`src/rtl/actuator_array.sv`:
```
// actuator_array
//   Per-channel saturating transfer for a bank of actuator drive samples.
//   Mode 0 (softsign): y = sign(x) * floor(|x| * 2^FRAC / (2^FRAC + |x|)),
//   evaluated with one shared restoring divider, one quotient bit per cycle.
//   Mode 1 (hard clip): y = clamp(x, -(2^FRAC-1), 2^FRAC-1).
//
// Ports
//   iClk    rising-edge clock
//   iRst    asynchronous active-high reset
//   iData   CHANNELS packed signed samples, channel k at [k*WIDTH +: WIDTH]
//   iValid  input transaction valid
//   oReady  block can accept a transaction (IDLE only)
//   iMode   0 = softsign, 1 = symmetric hard clip
//   oData   CHANNELS packed signed results, same lane layout as iData
//   oValid  oData holds a complete result
//   iReady  downstream accepts the result
//   oBusy   transaction in progress
//
// State | meaning
//   IDLE  | waiting for iValid; oReady = 1
//   LOAD  | one cycle per channel: divider operand setup (mode 0) or clip (mode 1)
//   DIV   | WIDTH+FRAC cycles per channel, one quotient bit each
//   DONE  | result presented; held until iReady

module actuator_array #(
    parameter int WIDTH    = 16,
    parameter int FRAC     = 8,
    parameter int CHANNELS = 4
) (
    input  logic                      iClk,
    input  logic                      iRst,
    input  logic [CHANNELS*WIDTH-1:0] iData,
    input  logic                      iValid,
    output logic                      oReady,
    input  logic                      iMode,
    output logic [CHANNELS*WIDTH-1:0] oData,
    output logic                      oValid,
    input  logic                      iReady,
    output logic                      oBusy
);

    localparam int NB   = WIDTH + FRAC;
    localparam int CNTW = $clog2(NB);
    localparam int CHW  = (CHANNELS > 1) ? $clog2(CHANNELS) : 1;

    localparam logic [1:0] S_IDLE = 2'd0;
    localparam logic [1:0] S_LOAD = 2'd1;
    localparam logic [1:0] S_DIV  = 2'd2;
    localparam logic [1:0] S_DONE = 2'd3;

    localparam logic [CHW-1:0]          LAST_CH = CHW'(CHANNELS - 1);
    localparam logic signed [WIDTH-1:0] POS_LIM = WIDTH'((1 << FRAC) - 1);
    localparam logic signed [WIDTH-1:0] NEG_LIM = -POS_LIM;
    localparam logic [WIDTH:0]          UNITY   = (WIDTH+1)'(1 << FRAC);

    logic [1:0]                state_q, state_d;
    logic                      mode_q, mode_d;
    logic [CHANNELS*WIDTH-1:0] data_q, data_d;
    logic [CHW-1:0]            ch_q, ch_d;
    logic [CNTW-1:0]           cnt_q, cnt_d;
    logic                      neg_q, neg_d;
    logic [WIDTH:0]            rem_q, rem_d;
    logic [NB-1:0]             num_q, num_d;
    logic [WIDTH:0]            den_q, den_d;
    logic [WIDTH-1:0]          buf_q [CHANNELS];
    logic [WIDTH-1:0]          buf_d [CHANNELS];
    logic [CHANNELS*WIDTH-1:0] out_q, out_d;

    logic [WIDTH-1:0]          lane_in [CHANNELS];
    logic signed [WIDTH-1:0]   cur_x;
    logic                      cur_neg;
    logic [WIDTH:0]            cur_abs;
    logic signed [WIDTH-1:0]   clip_val;
    logic [WIDTH+1:0]          rem_shift;
    logic [WIDTH+1:0]          rem_sub;
    logic                      q_bit;
    logic [NB-1:0]             quo;
    logic                      lane_done;
    logic [WIDTH-1:0]          lane_val;

    for (genvar g = 0; g < CHANNELS; g++) begin : g_lane
        assign lane_in[g] = data_q[g*WIDTH +: WIDTH];
    end

    always_comb begin
        state_d = state_q;
        mode_d  = mode_q;
        data_d  = data_q;
        ch_d    = ch_q;
        cnt_d   = cnt_q;
        neg_d   = neg_q;
        rem_d   = rem_q;
        num_d   = num_q;
        den_d   = den_q;
        buf_d   = buf_q;
        out_d   = out_q;

        cur_x   = $signed(lane_in[ch_q]);
        cur_neg = cur_x[WIDTH-1];
        // Sign-extend before negating so -2^(WIDTH-1) yields an exact magnitude.
        cur_abs = cur_neg ? -{cur_x[WIDTH-1], cur_x} : {1'b0, cur_x};

        if (cur_x > POS_LIM) begin
            clip_val = POS_LIM;
        end else if (cur_x < NEG_LIM) begin
            clip_val = NEG_LIM;
        end else begin
            clip_val = cur_x;
        end

        // Restoring step: num_q shifts dividend bits out of its MSB and
        // quotient bits into its LSB, so after NB steps it holds the quotient.
        rem_shift = {rem_q, num_q[NB-1]};
        rem_sub   = rem_shift - {1'b0, den_q};
        q_bit     = (rem_shift >= {1'b0, den_q});
        quo       = {num_q[NB-2:0], q_bit};

        lane_done = 1'b0;
        lane_val  = '0;

        case (state_q)
            S_IDLE: begin
                if (iValid) begin
                    data_d  = iData;
                    mode_d  = iMode;
                    ch_d    = '0;
                    state_d = S_LOAD;
                end
            end
            S_LOAD: begin
                if (mode_q) begin
                    lane_done = 1'b1;
                    lane_val  = clip_val;
                end else begin
                    // |x| <= 2^(WIDTH-1), so the top magnitude bit never
                    // survives the shift into the NB-bit dividend.
                    num_d   = NB'({cur_abs, {FRAC{1'b0}}});
                    den_d   = UNITY + cur_abs;
                    rem_d   = '0;
                    cnt_d   = CNTW'(NB - 1);
                    neg_d   = cur_neg;
                    state_d = S_DIV;
                end
            end
            S_DIV: begin
                rem_d = q_bit ? rem_sub[WIDTH:0] : rem_shift[WIDTH:0];
                num_d = quo;
                if (cnt_q == '0) begin
                    lane_done = 1'b1;
                    lane_val  = neg_q ? WIDTH'(-quo) : WIDTH'(quo);
                end else begin
                    cnt_d = cnt_q - CNTW'(1);
                end
            end
            S_DONE: begin
                if (iReady) begin
                    state_d = S_IDLE;
                end
            end
            default: state_d = S_IDLE;
        endcase

        if (lane_done) begin
            buf_d[ch_q] = lane_val;
            if (ch_q == LAST_CH) begin
                state_d = S_DONE;
                // Publish all lanes together, including the one finishing now.
                for (int k = 0; k < CHANNELS; k++) begin
                    out_d[k*WIDTH +: WIDTH] = buf_d[k];
                end
            end else begin
                ch_d    = ch_q + CHW'(1);
                state_d = S_LOAD;
            end
        end
    end

    always_ff @(posedge iClk or posedge iRst) begin
        if (iRst) begin
            state_q <= S_IDLE;
            mode_q  <= 1'b0;
            data_q  <= '0;
            ch_q    <= '0;
            cnt_q   <= '0;
            neg_q   <= 1'b0;
            rem_q   <= '0;
            num_q   <= '0;
            den_q   <= '0;
            out_q   <= '0;
            for (int k = 0; k < CHANNELS; k++) begin
                buf_q[k] <= '0;
            end
        end else begin
            state_q <= state_d;
            mode_q  <= mode_d;
            data_q  <= data_d;
            ch_q    <= ch_d;
            cnt_q   <= cnt_d;
            neg_q   <= neg_d;
            rem_q   <= rem_d;
            num_q   <= num_d;
            den_q   <= den_d;
            out_q   <= out_d;
            buf_q   <= buf_d;
        end
    end

    assign oReady = (state_q == S_IDLE);
    assign oBusy  = (state_q != S_IDLE);
    assign oValid = (state_q == S_DONE);
    assign oData  = out_q;

endmodule

```
`config.mk`:
```
export PLATFORM = sky130hd
export DESIGN_NAME = actuator_array
export DESIGN_NICKNAME = d
export VERILOG_FILES = /design/src/rtl/actuator_array.sv
export SDC_FILE = /design/constraint.sdc
export NUM_CORES = 1
export LEC_CHECK = 0
export CORE_AREA = 2 2 179 181
export CTS_BUF_LIST = sky130_fd_sc_hd__clkbuf_8
export DETAILED_ROUTE_END_ITERATION = 16
export DIE_AREA = 0 0 181 183
export PLACE_DENSITY = 0.59
export SLEW_MARGIN = 10
export SYNTH_ARGS = -nofsm -noshare
export SYNTH_HDL_FRONTEND = slang
export SYNTH_SLANG_ARGS = --single-unit
export TNS_END_PERCENT = 50
```
`constraint.sdc`:
```
create_clock -name iClk -period 8.1 [get_ports iClk]
set_clock_uncertainty 0.05 [all_clocks]
set_input_delay 1.62 -clock iClk [delete_from_list [all_inputs] [get_ports iClk]]
set_output_delay 1.62 -clock iClk [all_outputs]
set_load 0.02 [all_outputs]
```
==> results.json <==
{
  "final_nets": 1459,
  "ys_types": 64,
  "synth_top_area_share_pct": 49.9,
  "syn_to_final_growth_pct": 20.1,
  "setup_violations": 0,
  "cts.sinks": 245,
  "rrSetupSlack_ps": 3390,
  "synth-simple-area-share_pct": 13.6,
  "cts.htree.levels": 2,
  "post-route-period-util_pct": 58.1,
  "pin_count": 136,
  "worstPathArrival_ps": 5160,
  "vias_per_cell": 5.33,
  "die_w_um": 181,
  "clk_pin_slew_ps": 60,
  "cts_hold_buffers": 0,
  "wirelength_um": 32700,
  "drc": 0,
  "async_flop_share_pct": 100,
  "die_y_um": 183,
  "grt_use_total_pct": 20.0,
  "dieArea_um2": 33100,
  "ys_seq_area_share_pct": 49.9,
  "wl_per_cell_um": 18.3,
  "cp-end-kind": "register",
  "start_kind": "register",
  "status": "finished, final reports clean",
  "post_cts_buffers": 0,
  "vdd_ir_drop_max_v": 0.000250,
  "finalPower_w": 0.00566,
  "layout-drive-gt1-share_pct": 12.1,
  "worst_pin_slew_ps": 978,
  "place_hpwl_um": 21900,
  "cts_tree": "yes",
  "cts_resized": 0,
  "netlist_area_um2": 12300,
  "grt_max_degree": 132,
  "avgSynthCellArea_um2": 9.94,
  "synth_nets": 1337,
  "synth.area.top_cells": "dfrtp_1 50%, mux2_2 6.4%, nand2_1 5.7%",
  "max-slew-margin-rel_pct": 34.8,
  "cap_violations": 0,
  "synthAdderAreaFrac_pct": 3.32,
  "hold_class": "reg2reg",
  "critPathRequiredTime_ps": 8560,
  "firstDrtPassIters": 5,
  "grt-ovfl-total": 0,
  "grt_setup_unrepaired": "no",
  "ant_nets": 0,
  "synth_top_family_by_area": "compound AO/OA/AOI/OAI gates",
  "finalSetupTns_ps": 0,
  "gp_congestion": 0.908,
  "layout_common_cells": "245 x dfrtp_1, 183 x nand2_1, 135 x clkdlybuf4s50_1",
  "drtIter0Drc": 623,
  "synth_edf_count": 0,
  "finalCriticalPeriod_ps": 4710,
  "power_leakage_nw": 6.67,
  "power_density_nw_per_um2": 384,
  "rows": 65,
  "clk_latency_ps": 580,
  "core_um2": 31200,
  "drv_slew": 0,
  "cts_buffers": 45,
  "muxShareOfSynthArea_pct": 10.8,
  "grt_antenna_before_repair": 0,
  "worstSetupPathType": "reg2reg",
  "diodes": 0,
  "synth_warnings": 0,
  "initial_core_util_pct": 39.3,
  "cts-root-buf": "clkbuf_8",
  "synth_compound_area_share_pct": 15.8,
  "path_max_fanout": 15,
  "placement.io_buffers": 135,
  "grt_pass1_wl_um": 53000,
  "synthFlopType": "dfrtp_1",
  "synth-seq-cells": 245,
  "hold_viol_final": 0,
  "dr_total_vias": 9497,
  "max_clock_freq_mhz": 213,
  "yosys.area.top_type": "dfrtp_1",
  "layout_commonest_cell": "dfrtp_1",
  "syn_inst": 1236,
  "cts_buffer_depth": 3,
  "synth-xor-area-share_pct": 2.77,
  "first_global_vias": 9503
}
## worst paths after layout
| check | from | cells after the start | endpoint |
|---|---|---|---|
| max | ch_q[0]$_DFF_PP0_ | 16 | oData[32]$_DFFE_PP0P_ |
| min | oData[50]$_DFFE_PP0P_ | 2 | oData[50]$_DFFE_PP0P_ |
| max reg2reg | ch_q[0]$_DFF_PP0_ | 16 | oData[32]$_DFFE_PP0P_ |
| min reg2reg | oData[50]$_DFFE_PP0P_ | 2 | oData[50]$_DFFE_PP0P_ |
| max in group asynchronous | iRst | 4 | oData[63]$_DFFE_PP0P_ |
| min in group asynchronous | iRst | 3 | data_q[9]$_DFFE_PP0P_ |
## cells by family (layout without fill, tap and decap cells)
family | after synthesis | after routing
AOI/OAI and AO/OA | 326 | 326
xor gates and xnor gates | 38 | 38
adders and majority gates | 32 | 32
buffers and inverters | 116 | 259
DFF | 245 | 245
muxes | 101 | 101
and+or+nand+nor | 378 | 378
## cell usage after synthesis, types with 7 or more instances
cell,instances
and3_1,9
o21ai_0,95
xor2_1,23
o21a_1,8
mux4_1,10
xnor2_1,14
ha_1,31
o21ai_1,8
nand3_1,11
a22o_1,39
nand2_1,185
nor3_1,10
a21oi_1,133
nand2b_1,7
dfrtp_1,245
and2_1,15
or3_1,7
mux2i_1,16
nor2_1,100
clkbuf_1,57
inv_1,39
mux2_2,70
nor2b_1,7
## through the flow
step	instances	cell area (um2)	utilization, %	setup slack, ps	hold slack [ps]
after global placement	1713	14000	44.7	3360	409
after detailed placement	1713	14000	44.7	3420	414
final	1781	14800	47.2	3390	422
after CTS	1781	14800	47.2	3380	427
after floorplan	1236	12300	-	3210	392
after global routing	1781	14800	47.2	3000	442
## final cells by class
cell class | count | area (um2)
Fill cell | 3004 | 16500
Sequential cell | 245 | 6130
Multi-Input combinational cell | 875 | 5700
Timing Repair Buffer | 148 | 1460
Clock buffer | 50 | 688
Tap cell | 402 | 503
Inverter | 43 | 165
Clock inverter | 18 | 108
## registers in the layout (all words and copies together) (netlist names)
signal   cells
oData       64
neg_q        1
ch_q         2
cnt_q        5
data_q      64
den_q       17
buf_q       48
rem_q       17
num_q       24
state_q      2
mode_q       1
## worst max-delay path: stages, from the launching register on
cell and delay (ps):
dfrtp_1 600, buf_4 330, mux4_2 650, inv_1 170, ha_1 170, inv_1 40
or3_1 420, nor2_1 310, nor2_1 120, nand2_1 90, ha_1 370, nor2_1 100
a21oi_1 210, a21oi_1 80, nor2b_1 630, nand2_1 130, a21oi_1 150
## power by group
group / total (W) / switching, W / internal [W]
Combinational: 0.00265 / 0.00157 / 0.00108
Clock: 0.00108 / 0.000521 / 0.000564
Sequential: 0.00192 / 0.000276 / 0.00164
## routing by layer
metal  wire length, um  vias up  GRT usage (%)
li1                  -     4532              -
met1             15200     4592           28.8
met2             14500      313           30.0
met3              2280       60           4.85
met4               728        0           5.56
met5                 0        -              0
Power figures use the tool's default switching activity.
